$ cat src/rtl/cent_input_pkg.sv
// Shared constants for the cabinet input conditioner: channel map and 50 MHz timing defaults.
package cent_input_pkg;

    localparam int unsigned NUM_CH    = 4;
    localparam int unsigned CH_SWITCH = 0;
    localparam int unsigned CH_BTN1   = 1;
    localparam int unsigned CH_BTN2   = 2;
    localparam int unsigned CH_BTN3   = 3;

    localparam int unsigned SYSCLK_HZ           = 50_000_000;
    localparam int unsigned DEBOUNCE_CYCLES_DEF = 1_000_000;  // 20 ms
    localparam int unsigned AUTOFIRE_PERIOD_DEF = 2_500_000;  // 50 ms
    localparam logic [NUM_CH-1:0] AUTOFIRE_MASK_DEF = 4'b0010;

endpackage

$ cat src/rtl/cent_debounce.sv
// One input channel: 2-flop synchronizer, debounce counter, level and press/release pulses.
// Auto-repeat of press is built only when CENT_INPUT_AUTOFIRE_EN is defined.
module cent_debounce #(
    parameter int unsigned DEBOUNCE_CYCLES = 1_000_000,
    parameter int unsigned CNT_W           = $clog2(DEBOUNCE_CYCLES),
    parameter int unsigned AUTOFIRE_PERIOD = 2_500_000,
    parameter bit          AUTOFIRE_EN     = 1'b0
) (
    input  logic clk_i,
    input  logic rst_ni,
    input  logic raw_i,
    output logic level_o,
    output logic press_o,
    output logic release_o
);

    localparam logic [CNT_W-1:0] CntMax = CNT_W'(DEBOUNCE_CYCLES - 1);

    logic             s1_q, s2_q;
    logic             level_q, level_d;
    logic [CNT_W-1:0] cnt_q, cnt_d;
    logic             press_q, press_d;
    logic             release_q, release_d;
    logic             accept;
    logic             repeat_fire;

    always_comb begin
        level_d = level_q;
        cnt_d   = cnt_q;
        accept  = 1'b0;
        if (s2_q == level_q) begin
            cnt_d = '0;
        end else if (cnt_q == CntMax) begin
            accept  = 1'b1;
            level_d = s2_q;
            cnt_d   = '0;
        end else begin
            cnt_d = cnt_q + 1'b1;
        end
    end

    assign press_d   = (accept & s2_q) | repeat_fire;
    assign release_d = accept & ~s2_q;

`ifdef CENT_INPUT_AUTOFIRE_EN
    if (AUTOFIRE_EN) begin : g_af
        localparam int unsigned AfW = (AUTOFIRE_PERIOD > 1) ? $clog2(AUTOFIRE_PERIOD) : 1;
        localparam logic [AfW-1:0] RepMax = AfW'(AUTOFIRE_PERIOD - 1);

        logic [AfW-1:0] rep_q, rep_d;
        logic           fire;

        // Repeat phase restarts at every accepted edge and idles while released.
        always_comb begin
            rep_d = rep_q;
            fire  = 1'b0;
            if (accept || !level_q) begin
                rep_d = '0;
            end else if (rep_q == RepMax) begin
                rep_d = '0;
                fire  = 1'b1;
            end else begin
                rep_d = rep_q + 1'b1;
            end
        end

        always_ff @(posedge clk_i or negedge rst_ni) begin
            if (!rst_ni) rep_q <= '0;
            else         rep_q <= rep_d;
        end

        assign repeat_fire = fire;
    end else begin : g_no_af
        logic unused_af;
        assign unused_af   = ^AUTOFIRE_PERIOD;
        assign repeat_fire = 1'b0;
    end
`else
    logic unused_af;
    assign unused_af   = ^{AUTOFIRE_PERIOD, AUTOFIRE_EN};
    assign repeat_fire = 1'b0;
`endif

    always_ff @(posedge clk_i or negedge rst_ni) begin
        if (!rst_ni) begin
            s1_q      <= 1'b0;
            s2_q      <= 1'b0;
            level_q   <= 1'b0;
            cnt_q     <= '0;
            press_q   <= 1'b0;
            release_q <= 1'b0;
        end else begin
            s1_q      <= raw_i;
            s2_q      <= s1_q;
            level_q   <= level_d;
            cnt_q     <= cnt_d;
            press_q   <= press_d;
            release_q <= release_d;
        end
    end

    assign level_o   = level_q;
    assign press_o   = press_q;
    assign release_o = release_q;

endmodule

$ cat src/rtl/cent_input_cond.sv
// Cabinet input conditioner: one debounced channel per raw input {button3..1, switch}.
// Define CENT_INPUT_AUTOFIRE_EN to build auto-repeat on channels selected by AUTOFIRE_MASK.
module cent_input_cond
    import cent_input_pkg::*;
#(
    parameter int unsigned       DEBOUNCE_CYCLES = DEBOUNCE_CYCLES_DEF,
    parameter int unsigned       CNT_W           = $clog2(DEBOUNCE_CYCLES),
    parameter int unsigned       AUTOFIRE_PERIOD = AUTOFIRE_PERIOD_DEF,
    parameter logic [NUM_CH-1:0] AUTOFIRE_MASK   = AUTOFIRE_MASK_DEF
) (
    input  logic              sysclk,
    input  logic              reset_n,
    input  logic [NUM_CH-1:0] raw_in,
    output logic [NUM_CH-1:0] in_level,
    output logic [NUM_CH-1:0] in_press,
    output logic [NUM_CH-1:0] in_release
);

    for (genvar i = 0; i < NUM_CH; i++) begin : g_ch
        cent_debounce #(
            .DEBOUNCE_CYCLES (DEBOUNCE_CYCLES),
            .CNT_W           (CNT_W),
            .AUTOFIRE_PERIOD (AUTOFIRE_PERIOD),
            .AUTOFIRE_EN     (AUTOFIRE_MASK[i])
        ) u_debounce (
            .clk_i     (sysclk),
            .rst_ni    (reset_n),
            .raw_i     (raw_in[i]),
            .level_o   (in_level[i]),
            .press_o   (in_press[i]),
            .release_o (in_release[i])
        );
    end

endmodule

$ cat config.mk
export PLATFORM = sky130hd
export DESIGN_NAME = cent_input_cond
export DESIGN_NICKNAME = d
export VERILOG_FILES = /design/src/rtl/cent_input_pkg.sv /design/src/rtl/cent_debounce.sv /design/src/rtl/cent_input_cond.sv
export SDC_FILE = /design/constraint.sdc
export NUM_CORES = 1
export LEC_CHECK = 0
export CAP_MARGIN = 20
export CORE_MARGIN = 8
export CORE_UTILIZATION = 56
export CTS_BUF_LIST = sky130_fd_sc_hd__clkbuf_2 sky130_fd_sc_hd__clkbuf_4 sky130_fd_sc_hd__clkbuf_8
export CTS_CLUSTER_SIZE = 14
export DETAILED_ROUTE_END_ITERATION = 8
export GPL_TIMING_DRIVEN = 0
export PLACE_DENSITY = 0.74
export SLEW_MARGIN = 20
export SYNTH_ARGS = -nofsm -noshare
export SYNTH_HDL_FRONTEND = slang
export SYNTH_SLANG_ARGS = --single-unit
$ cat constraint.sdc
create_clock -name sysclk -period 6.1 [get_ports sysclk]
set_clock_uncertainty 0.2 [all_clocks]
set_input_delay 0.61 -clock sysclk [delete_from_list [all_inputs] [get_ports sysclk]]
set_output_delay 0.61 -clock sysclk [all_outputs]
set_load 0.02 [all_outputs]
# [Yosys cells after proc, flatten, opt, wreduce, memory -nomap -nowiden]
# Index checks and enable logic that the tools add are counted.
# W data, S select, Z words.
[totals] reg_bits=100 input_bits=6 output_inout_bits=12 word_cells=72
[classes] n_eq_ne=8 muxes=16 n_reduce_logical=4 bitwise=16 add_sub_neg=4
[ops] op="$mux W20" n=8
[ops] op="$add A20 B1 Y20 const B" n=4
[ops] op="$eq A20 B20 Y1 const B" n=4
[ops] op="$and A1 B1 Y1" n=8
[ops] op="$mux W1" n=8
[ops] op="$not A1 Y1" n=8
[ops] op="$reduce_and A2 Y1" n=4
[ops] op="$eq A1 B1 Y1" n=4

# [Logic depth before layout (Yosys ltp)]
# Gate-level depths: netlist of run 1.
[depth] ltp_word=4 depth_mapped=7 depth_no_buf=5

# [Cells and area by module]
# Synthesis of run 1 repeated with hierarchy kept, for this count alone.
[hier_totals] cells_unflattened=464 area_unflattened_um2=4694.5
[by_module_without_submodules] mod="cent_debounce" area_each_um2=1173.6 cells_each=116 n_inst=4

# [Worst setup path before layout of run 1]
# No wires, ideal clock.
[synth_timing] path_type="register -> register" startpoint="reg g_ch[1].u_debounce.cnt_q[6]" endpoint="reg g_ch[1].u_debounce.level_q" arrival_time_ns=1.961 slack_ns=3.813 setup_time_ns=0.125 stages_incl_launch_ff=5 path_cell_list="dfrtp_1 > or4b_1 > or4_4 > or2_4 > mux2_4"
[synth_via] elab_chain_cells=2
[synth_rtl] element="from (decl)" line="cent_debounce.sv:21" rtl="logic [CNT_W-1:0] cnt_q, cnt_d;"
[synth_rtl] element="from (signal assigned)" line="cent_debounce.sv:96" rtl="cnt_q <= cnt_d;"
[synth_rtl] element="$eq A20 B20 Y1" line="cent_debounce.sv:33" rtl="end else if (cnt_q == CntMax) begin"
[synth_rtl] element="$reduce_and A2 Y1 (no source line)"
[synth_rtl] element="to (signal assigned)" line="cent_debounce.sv:95" rtl="level_q <= level_d;"
[synth_rtl] element="to (decl)" line="cent_debounce.sv:20" rtl="logic level_q, level_d;"
# Every way passes these cells.
# A chain may end at the register's enable or synchronous reset.

# [Final worst setup path of run 1]
[layout_timing] startpoint="reg g_ch[3].u_debounce.cnt_q[0]" endpoint="reg g_ch[3].u_debounce.cnt_q[3]"
[layout_via] elab_chain_cells=3
[layout_rtl] element="from (decl)" line="cent_debounce.sv:21"
[layout_rtl] element="from (signal assigned)" line="cent_debounce.sv:96"
[layout_rtl] element="$add A20 B1 Y20 or $eq A20 B20 Y1 (tied branches)" line="cent_debounce.sv:38, cent_debounce.sv:33"
[layout_rtl] element="$mux W20 *" line="cent_debounce.sv:33"
[layout_rtl] element="$mux W20 *" line="cent_debounce.sv:31" rtl="if (s2_q == level_q) begin"
[layout_rtl] element="named net g_ch[3].u_debounce.cnt_d[3]" line="cent_debounce.sv:21"
# The timed path passes the listed nets; every way through them passes the cells marked *.

==> results of run 1 <==
==> power groups by stage <==
stage               logic, uW  registers [uW]  clock network, uW
floorplan                17.9             691                  0
global placement         38.9             693                  0
detailed placement       41.4             693                  0
CTS                      42.5             681                433
global route             47.5             682                455
finish                   40.8             681                419
==> synth_stat cells (5+ instances only) <==
cell	n	area, sq um
a21oi_1	23	115
and2_1	5	31.3
and3_1	13	81.3
buf_4	12	90.1
clkbuf_1	10	37.5
dfrtp_1	100	2500
inv_1	14	52.6
nand2_1	16	60.1
nand3_1	32	160
nand4_1	15	93.8
nor2_1	58	218
nor3_1	9	45.0
nor3b_1	9	67.6
nor4_1	10	62.6
o21ai_0	12	60.1
o31ai_1	9	67.6
or3_1	13	81.3
or4_1	14	105
xnor2_1	28	245
xor2_1	22	193
==> how the worst min path moves through the flow <==
stage,startpoint,to,cells after the start
finish,g_ch[2].u_debounce.s1_q,g_ch[2].u_debounce.s2_q,0
global route,g_ch[2].u_debounce.s1_q,g_ch[2].u_debounce.s2_q,0
CTS,g_ch[2].u_debounce.s1_q,g_ch[2].u_debounce.s2_q,0
detailed placement,g_ch[2].u_debounce.s1_q,g_ch[2].u_debounce.s2_q,0
global placement,g_ch[2].u_debounce.s1_q,g_ch[2].u_debounce.s2_q,0
floorplan,reset_n,g_ch[0].u_debounce.cnt_q[0],0
==> sequential cells by signal, summed over array words and instances, names as in the netlist <==
register	flops
g_ch.u_debounce.cnt_q	80
g_ch.u_debounce.level_o	4
g_ch.u_debounce.press_o	4
g_ch.u_debounce.release_o	4
g_ch.u_debounce.s1_q	4
g_ch.u_debounce.s2_q	4
==> per-layer routing <==
layer  vias up  global-route usage  routed length [microns]
li1       1688                   -                        -
met1      1648               0.201                     3970
met2        36               0.258                     4100
met3         8              0.0419                      259
met4         0              0.0387                       78
met5         -                   0                        0
==> metrics by stage <==
step	worst slack [ns]	util
2_1_floorplan	3.81	-
3_3_place_gp	0.544	0.612
3_5_place_dp	3.61	0.616
4_1_cts	3.58	0.642
5_1_grt	3.38	0.642
6_report	3.61	0.642
==> layout make-up <==
cell class	instances	area [sq um]	share of cell area
Tap cell	105	131	0.0249
Clock inverter	7	78.8	0.0150
Buffer	25	149	0.0282
Inverter	14	52.6	0.00997
Sequential cell	100	2500	0.475
Multi-Input combinational cell	324	2030	0.384
Clock buffer	9	124	0.0235
Timing Repair Buffer	19	209	0.0396
==> critical path: stages, from the launching register on <==
cell,delay (ns)
dfrtp_1,0.43
ha_1,0.26
and2_1,0.17
nand3_1,0.09
o21ai_1,0.67
clkbuf_1,0.43
nor2_1,0.11
==> cells in the final DEF (no fill, tap or decap), drive strengths merged <==
cell type,instances
nor3b,9
clkbuf,19
nor2b,1
o41ai,1
or3,13
and2,5
nor4,10
nor4bb,2
or4,15
nor3,9
a211oi,1
a21oi,23
o2111a,1
dfrtp,100
o22ai,1
nand3,32
mux2,4
o31ai,10
ha,4
nand2,16
inv,18
clkdlybuf4s50,16
xnor2,28
clkinv,3
nand4,15
o21ai,15
dlygate4sd3,1
or2,6
nand2b,1
nor2,58
or4b,4
buf,17
xor2,22
o221ai,2
and3,15
mux2i,1
==> logic make-up (layout without fill, tap and decap cells) <==
logic type      Yosys count  count (layout)
compound gates           54              54
fa+ha+maj                 4               4
mux                       5               5
simple gates            211             211
xor+xnor                 50              50
buf+inv                  39              74
flops                   100             100
==> repair_timing <==
item / in CTS / in global routing
endpoints found under the hold margin: 28 / 0
endpoints found under the setup margin: 0 / 0
resized for setup: 0 / 0
hold buffers: 1 / 0
==> flow_summary.json, run 1 <==
{
  "status": "finished clean",
  "synth_compound_area_frac": 0.0706,
  "avgRoutedWirePerCell_microns": 13.9,
  "vias": 3380,
  "clk_pin_slew_ns": 0.10,
  "rows": 33,
  "synthArstFlopShare": 1.00,
  "placed_cell_area_sq_mm": 0.00506,
  "place_inst": 586,
  "setup_violations": 0,
  "drt-total-wl_microns": 8410,
  "slew_headroom": 0.450,
  "worst_pin_slew_ns": 0.819,
  "cap_violations": 0,
  "start_kind": "flip-flop",
  "p_leak_uw": 0.00214,
  "drcViolationCount": 0,
  "p_seq_frac": 0.597,
  "dieHeight_microns": 108,
  "synth_fa_ha_area_frac": 0.0106,
  "end_kind": "flip-flop",
  "dp_hpwl_microns": 5800,
  "synth_xor_area_frac": 0.0926,
  "seq_area_frac_synth": 0.529,
  "grt_pass1_wl_microns": 14900,
  "muxShareOfSynthArea": 0.0124,
  "die_x_microns": 108,
  "hold_viol_final": 0,
  "crit_type": "flip-flop to flip-flop",
  "grt_overflow_total": 0,
  "yosys_warnings": 0,
  "netlist_area_sq_mm": 0.00473,
  "nFillCells": 653,
  "r2r-end": "g_ch[3].u_debounce.cnt_q[3]",
  "intPower_uw": 849,
  "diodes": 0,
  "antenna_found_initial": 0,
  "power.switching_uw": 291,
  "antenna_left": 0,
  "post-route-period-util": 0.409,
  "numClockSinks": 100,
  "ir_worst_vdd_mv": 0.125,
  "drt_iter0_markers": 112,
  "final_area_sq_mm": 0.00527,
  "synth_top_family_by_area": "simple AND/OR/NAND/NOR gates",
  "dieArea_sq_mm": 0.0116,
  "fin_setup_tns_ns": 0,
  "holdWs_ns": 0.164,
  "netSwitchingFraction": 0.255,
  "syn-num-nets": 473,
  "clk_latency_ns": 0.38,
  "cts_buffer_depth": 2,
  "p_clk_frac": 0.367,
  "cts_tree": "yes",
  "pwr-share-comb": 0.036,
  "crit-reg2reg-launch": "g_ch[3].u_debounce.cnt_q[0]",
  "grt_pass1_vias": 3307,
  "cts_buffers": 9,
  "synth_area_per_cell_sq_um": 10.2,
  "syn_inst": 463,
  "grt_max_degree": 73,
  "drive_gt1_frac": 0.0964,
  "crit_path_max_fanout": 10,
  "start_util": 0.576,
  "io_buffers": 17,
  "rr_worst_depth": 6,
  "arrival_ns": 2.53,
  "crit_start": "g_ch[3].u_debounce.cnt_q[0]",
  "area_growth_pct": 11.5,
  "cp-endpoint": "g_ch[3].u_debounce.cnt_q[3]",
  "fp.coreArea_sq_mm": 0.00822,
  "drv_slew": 0,
  "post-cts-setup-buffers": 0,
  "post-route-min-period_ns": 2.49,
  "layout.cells.non_filler": 603,
  "ios": 18,
  "first_pass_iters": 4,
  "rsz0062_at_grt": "no",
  "synth-seq-cells": 100,
  "cts_root_buf": "clkbuf_8",
  "grtUsageTotal": 0.157,
  "gp_congestion": 0.808,
  "synth_edf_count": 0,
  "power.density_mw_per_mm2": 216,
  "synth_cell_type_count": 44,
  "critical_path_required_ns": 6.14,
  "ys.flop_type": "dfrtp_1",
  "cts_max_level": 3,
  "fmax_ghz": 0.401,
  "nNetsFinal": 503,
  "synth_simple_gate_area_frac": 0.242,
  "total_power_uw": 1140,
  "hold_class": "flip-flop to flip-flop",
  "viasPerCell": 5.61,
  "ff2ff_setup_slack_ns": 3.61
}
Power figures use the tool's default switching activity.
==> run 2, diff against run 1 <==
- PLACE_DENSITY: 0.74 -> 0.77
- clock period: 6.1 -> 2.06 ns (I/O delays scaled with it)
==> run 2 against run 1 <==
The run now ends with negative setup slack left. Clock power grew to 3.5 times the previous value. Non-clock buffer count is 47 higher. Largest cell class unchanged. Combinational power grew to 4.8 times the previous value. Highest routed layer unchanged. Hold slack worse by 0.095 ns.
==> flow_summary.json, run 2 (synthesis results as in run 1) <==
{
  "cts_buffer_depth": 2,
  "regMostFlops": "g_ch.u_debounce.cnt_q",
  "grt_max_degree": 71,
  "cts_buffers": 9,
  "grt_pass1_wl_microns": 17200,
  "cts_max_level": 3,
  "grtUsageMet2": 0.308,
  "cap_violations": 0,
  "setup_violations": 26,
  "final_cell_mix": "dfrtp_1 (97), buf_4 (59), nor2_1 (48)",
  "start_kind": "flip-flop",
  "rsz0062_at_grt": "yes",
  "ios": 18,
  "drt_iter0_markers": 167,
  "hold_viol_final": 0,
  "violations": "negative setup slack",
  "pwr-share-comb": 0.053,
  "nNetsFinal": 550,
  "drcViolationCount": 0,
  "diodes": 0,
  "antenna_found_initial": 0,
  "end_kind": "flip-flop",
  "fp.coreArea_sq_mm": 0.00822,
  "largest_register_ffs": 80,
  "p_leak_uw": 0.00250,
  "drv_slew": 0,
  "p_clk_frac": 0.400,
  "io_buffers": 17,
  "avgRoutedWirePerCell_microns": 16.3,
  "grt_pass1_vias": 3674,
  "status": "finished, violations left",
  "finalWorstSetupSlack_ns": -0.264,
  "clk_latency_ns": 0.37,
  "dp_hpwl_microns": 6000,
  "fmax_ghz": 0.430,
  "grt_use_met1": 0.232,
  "slew_headroom": 0.689,
  "post-route-period-util": 1.13,
  "grt_overflow_total": 0,
  "power.density_mw_per_mm2": 609,
  "start_util": 0.576,
  "intPower_uw": 2870,
  "first_pass_iters": 4,
  "total_power_uw": 3680,
  "viasPerCell": 5.75,
  "power.switching_uw": 818,
  "cts_tree": "yes",
  "clk_pin_slew_ns": 0.09,
  "post-route-util": 0.736,
  "rows": 33,
  "drive_gt1_frac": 0.306,
  "antenna_left": 0,
  "top_usage_layer": "met2",
  "layout_commonest_cell": "dfrtp_1",
  "ir_worst_vdd_mv": 0.470,
  "nFillCells": 531,
  "crit_type": "flip-flop to flip-flop",
  "dieArea_sq_mm": 0.0116,
  "gp_congestion": 0.792,
  "vias": 3738,
  "drt-total-wl_microns": 10600,
  "p_seq_frac": 0.547,
  "crit_path_max_fanout": 4,
  "dieHeight_microns": 108,
  "arrival_ns": 2.38,
  "cts_root_buf": "clkbuf_8",
  "grtUsageTotal": 0.183,
  "netSwitchingFraction": 0.222,
  "ff2ff_setup_slack_ns": -0.26,
  "hold_class": "input port to flip-flop",
  "area_growth_pct": 27.9,
  "critical_path_required_ns": 2.11,
  "post-route-min-period_ns": 2.32,
  "worst_pin_slew_ns": 0.465,
  "die_x_microns": 108,
  "grtUsageMet3": 0.0359,
  "numClockSinks": 100
}
run 2: cell types whose count changed in the layout (fill, tap and decap cells not counted), sizes merged:
cell    change
clkinv      -3
inv         -2
bufinv      +2
clkbuf      -4
buf        +54
run 2: final timing paths:
check	cells after the start	startpoint	endpoint
worst max-delay path	4	g_ch[1].u_debounce.cnt_q[8]	g_ch[1].u_debounce.level_o
worst min-delay path	1	raw_in[3]	g_ch[3].u_debounce.s1_q
worst max register to register	4	g_ch[1].u_debounce.cnt_q[8]	g_ch[1].u_debounce.level_o
worst min register to register	0	g_ch[3].u_debounce.s1_q	g_ch[3].u_debounce.s2_q
max in group asynchronous	3	reset_n	g_ch[0].u_debounce.cnt_q[12]
min in group asynchronous	2	reset_n	g_ch[3].u_debounce.press_o
run 2: timing repair:
| action | 4_1_cts | 5_1_grt |
|---|---|---|
| buffers inserted | 32 | 19 |
| pin swaps | 22 | 24 |
| gates resized for setup | 34 | 55 |
| setup endpoints to repair | 70 | 63 |
| gates cloned | 1 | 0 |
| hold buffers | 1 | 0 |
| endpoints found under the hold margin | 100 | 0 |
run 2: layout make-up:
class / count / area (sq um) / area share
buffer: 20 / 144 / 0.0238
inverter: 14 / 52.6 / 0.00868
sequential: 100 / 2510 / 0.414
clock inverter: 4 / 77.6 / 0.0128
multi-input combinational: 324 / 2350 / 0.389
timing repair buffer: 71 / 622 / 0.103
tap: 105 / 131 / 0.0217
clock buffer: 12 / 165 / 0.0273
run 2: worst max-delay path, cell delays in order, from the launching register on:
cell     delay, ns
dfrtp_1       0.39
or4b_1        0.53
or4_4         0.55
or2_4         0.27
mux2_4        0.29
run 2: per-layer routing:
layer	vias up	part of all wire
met5	-	0
met1	1882	0.44
met2	61	0.52
met3	12	0.030
li1	1783	-
met4	0	0.015
run 2: power groups by stage:
| stage | Sequential, uW | Clock [uW] | Combinational (uW) |
|---|---|---|---|
| floorplan | 2050 | 0 | 55.0 |
| global placement | 2050 | 0 | 119 |
| detailed placement | 2050 | 0 | 129 |
| CTS | 2010 | 1500 | 164 |
| global route | 2020 | 1570 | 216 |
| finish | 2010 | 1470 | 195 |
run 2: per-stage QoR:
step	setup TNS, ns	area, sq um	setup slack, ns	cells	hold WS [ns]
2_1_floorplan	-2.54	4760	-0.227	463	-0.290
3_3_place_gp	-322.58	5060	-3.09	585	0.133
3_5_place_dp	-15.75	5090	-0.397	586	-0.0957
4_1_cts	-2.81	5720	-0.251	634	0.0560
5_1_grt	-5.08	6050	-0.295	650	0.0674
6_report	-3.61	6050	-0.264	650	0.0687
==> run 3, diff against run 2 <==
- CORE_ASPECT_RATIO: default -> 1.25
==> run 3 against run 2 <==
The run still ends with negative setup slack left. Clock power decreased by 14%. Hold slack improved by 0.0066 ns. Core utilization increased by 0.96 points. Worst setup slack got worse by 0.0024 ns. Critical path depth unchanged. Register-to-register slack about the same. Maximum frequency decreased by 0.10%. Count of clock-buffer cells in the layout increased by 1. Die area increased by 0.15%. Combinational power increased by 2%. Wire length increased by 2.7%. Global-route usage decreased by 0.30 points. Largest cell class unchanged.
==> flow_summary.json, run 3 (synthesis results as in run 1) <==
{
  "status": "finished, violations left",
  "violations": "negative setup slack",
  "ios": 18,
  "drive_gt1_frac": 0.339,
  "gp_congestion": 0.802,
  "slew_headroom": 0.626,
  "worst_pin_slew_ns": 0.559,
  "antenna_left": 0,
  "cts_buffers": 9,
  "drt-total-wl_microns": 10900,
  "hold_viol_final": 0,
  "cts_max_level": 3,
  "p_leak_uw": 0.00253,
  "area_growth_pct": 30.0,
  "cts_root_buf": "clkbuf_8",
  "largest_register_ffs": 80,
  "viasPerCell": 5.92,
  "antenna_found_initial": 0,
  "power.density_mw_per_mm2": 568,
  "first_pass_iters": 5,
  "fin_setup_tns_ns": -4.71,
  "dp_hpwl_microns": 5960,
  "grt_overflow_total": 0,
  "grt_pass1_vias": 3780,
  "setup_violations": 31,
  "dieHeight_microns": 119,
  "crit_path_max_fanout": 3,
  "diodes": 0,
  "final_cell_mix": "dfrtp_1 (91), buf_4 (61), nor2_1 (48)",
  "vias": 3862,
  "holdWs_ns": 0.0753,
  "fp.coreArea_sq_mm": 0.00824,
  "die_x_microns": 98.2,
  "fmax_ghz": 0.430,
  "layout_commonest_cell": "dfrtp_1",
  "post-route-min-period_ns": 2.33,
  "ir_worst_vdd_mv": 0.468,
  "numClockSinks": 100,
  "avgRoutedWirePerCell_microns": 16.7,
  "cap_violations": 0,
  "drcViolationCount": 0,
  "io_buffers": 17,
  "grtUsageTotal": 0.180,
  "arrival_ns": 2.38,
  "finalWorstSetupSlack_ns": -0.267,
  "nNetsFinal": 561,
  "clk_latency_ns": 0.37,
  "hold_class": "input port to async pin",
  "rows": 37,
  "drt_iter0_markers": 179,
  "dieArea_sq_mm": 0.0117,
  "ff2ff_setup_slack_ns": -0.27,
  "clk_pin_slew_ns": 0.09,
  "crit_type": "flip-flop to flip-flop",
  "drv_slew": 0,
  "rsz0062_at_grt": "yes",
  "end_kind": "flip-flop",
  "placed_cell_area_sq_mm": 0.00508,
  "regMostFlops": "g_ch.u_debounce.cnt_q",
  "start_util": 0.574,
  "grt_max_degree": 68,
  "critical_path_required_ns": 2.12,
  "final_area_sq_mm": 0.00615,
  "cts_tree": "yes",
  "post-route-period-util": 1.13,
  "grt_pass1_wl_microns": 17300,
  "post-place-ws_ns": -0.438,
  "start_kind": "flip-flop",
  "cts_buffer_depth": 2
}
## run 3: worst paths after layout
kind                                              start                     endpoint  cells past startpoint
max in group asynchronous                       reset_n  g_ch[0].u_debounce.cnt_q[3]                      3
min                                             reset_n  g_ch[3].u_debounce.cnt_q[6]                      2
max                        g_ch[1].u_debounce.cnt_q[13]   g_ch[1].u_debounce.level_o                      4
min reg2reg                     g_ch[1].u_debounce.s1_q      g_ch[1].u_debounce.s2_q                      0
max reg2reg                g_ch[1].u_debounce.cnt_q[13]   g_ch[1].u_debounce.level_o                      4
min in group sysclk                           raw_in[3]      g_ch[3].u_debounce.s1_q                      1
## run 3: per-stage QoR
stage	util	std cells	total power (uW)
floorplan	-	463	2100
global placement	0.613	577	2170
detailed placement	0.617	578	2180
CTS	0.692	620	3490
global route	0.746	652	3630
finish	0.746	652	3490
## run 3: layer usage
layer,routed length [microns],track usage,vias to the layer above
met5,0,0,-
met1,4570,0.212,1935
met4,281,0.0914,0
li1,-,-,1811
met2,5610,0.303,88
met3,426,0.0393,28
## run 3: critical path: stages, from the launching register on
cell	delay, ns
dfrtp_1	0.39
or4_1	0.53
or4_4	0.55
or2_4	0.26
mux2_4	0.29
## run 3: report_power, final
group          internal, uW  switching (uW)
clock network           629             646
logic                  91.8             107
registers              1990            29.6
total                  2710             783
## run 3: layout make-up
cell class | instances | area (sq um)
clock inverter | 2 | 35.0
fill | 526 | 2090
inverter | 14 | 52.6
buffer | 22 | 158
tap | 97 | 121
sequential | 100 | 2510
clock buffer | 13 | 160
timing repair buffer | 78 | 689
multi-input combinational | 326 | 2420
## run 3: what timing repair did
action / 4_1_cts / 5_1_grt
endpoints found under the hold margin: 100 / 0
hold buffers: 1 / 0
gates cloned: 2 / 1
pin swaps: 27 / 24
buffers inserted: 26 / 32
endpoints found under the setup margin: 71 / 63
gates resized for setup: 50 / 56
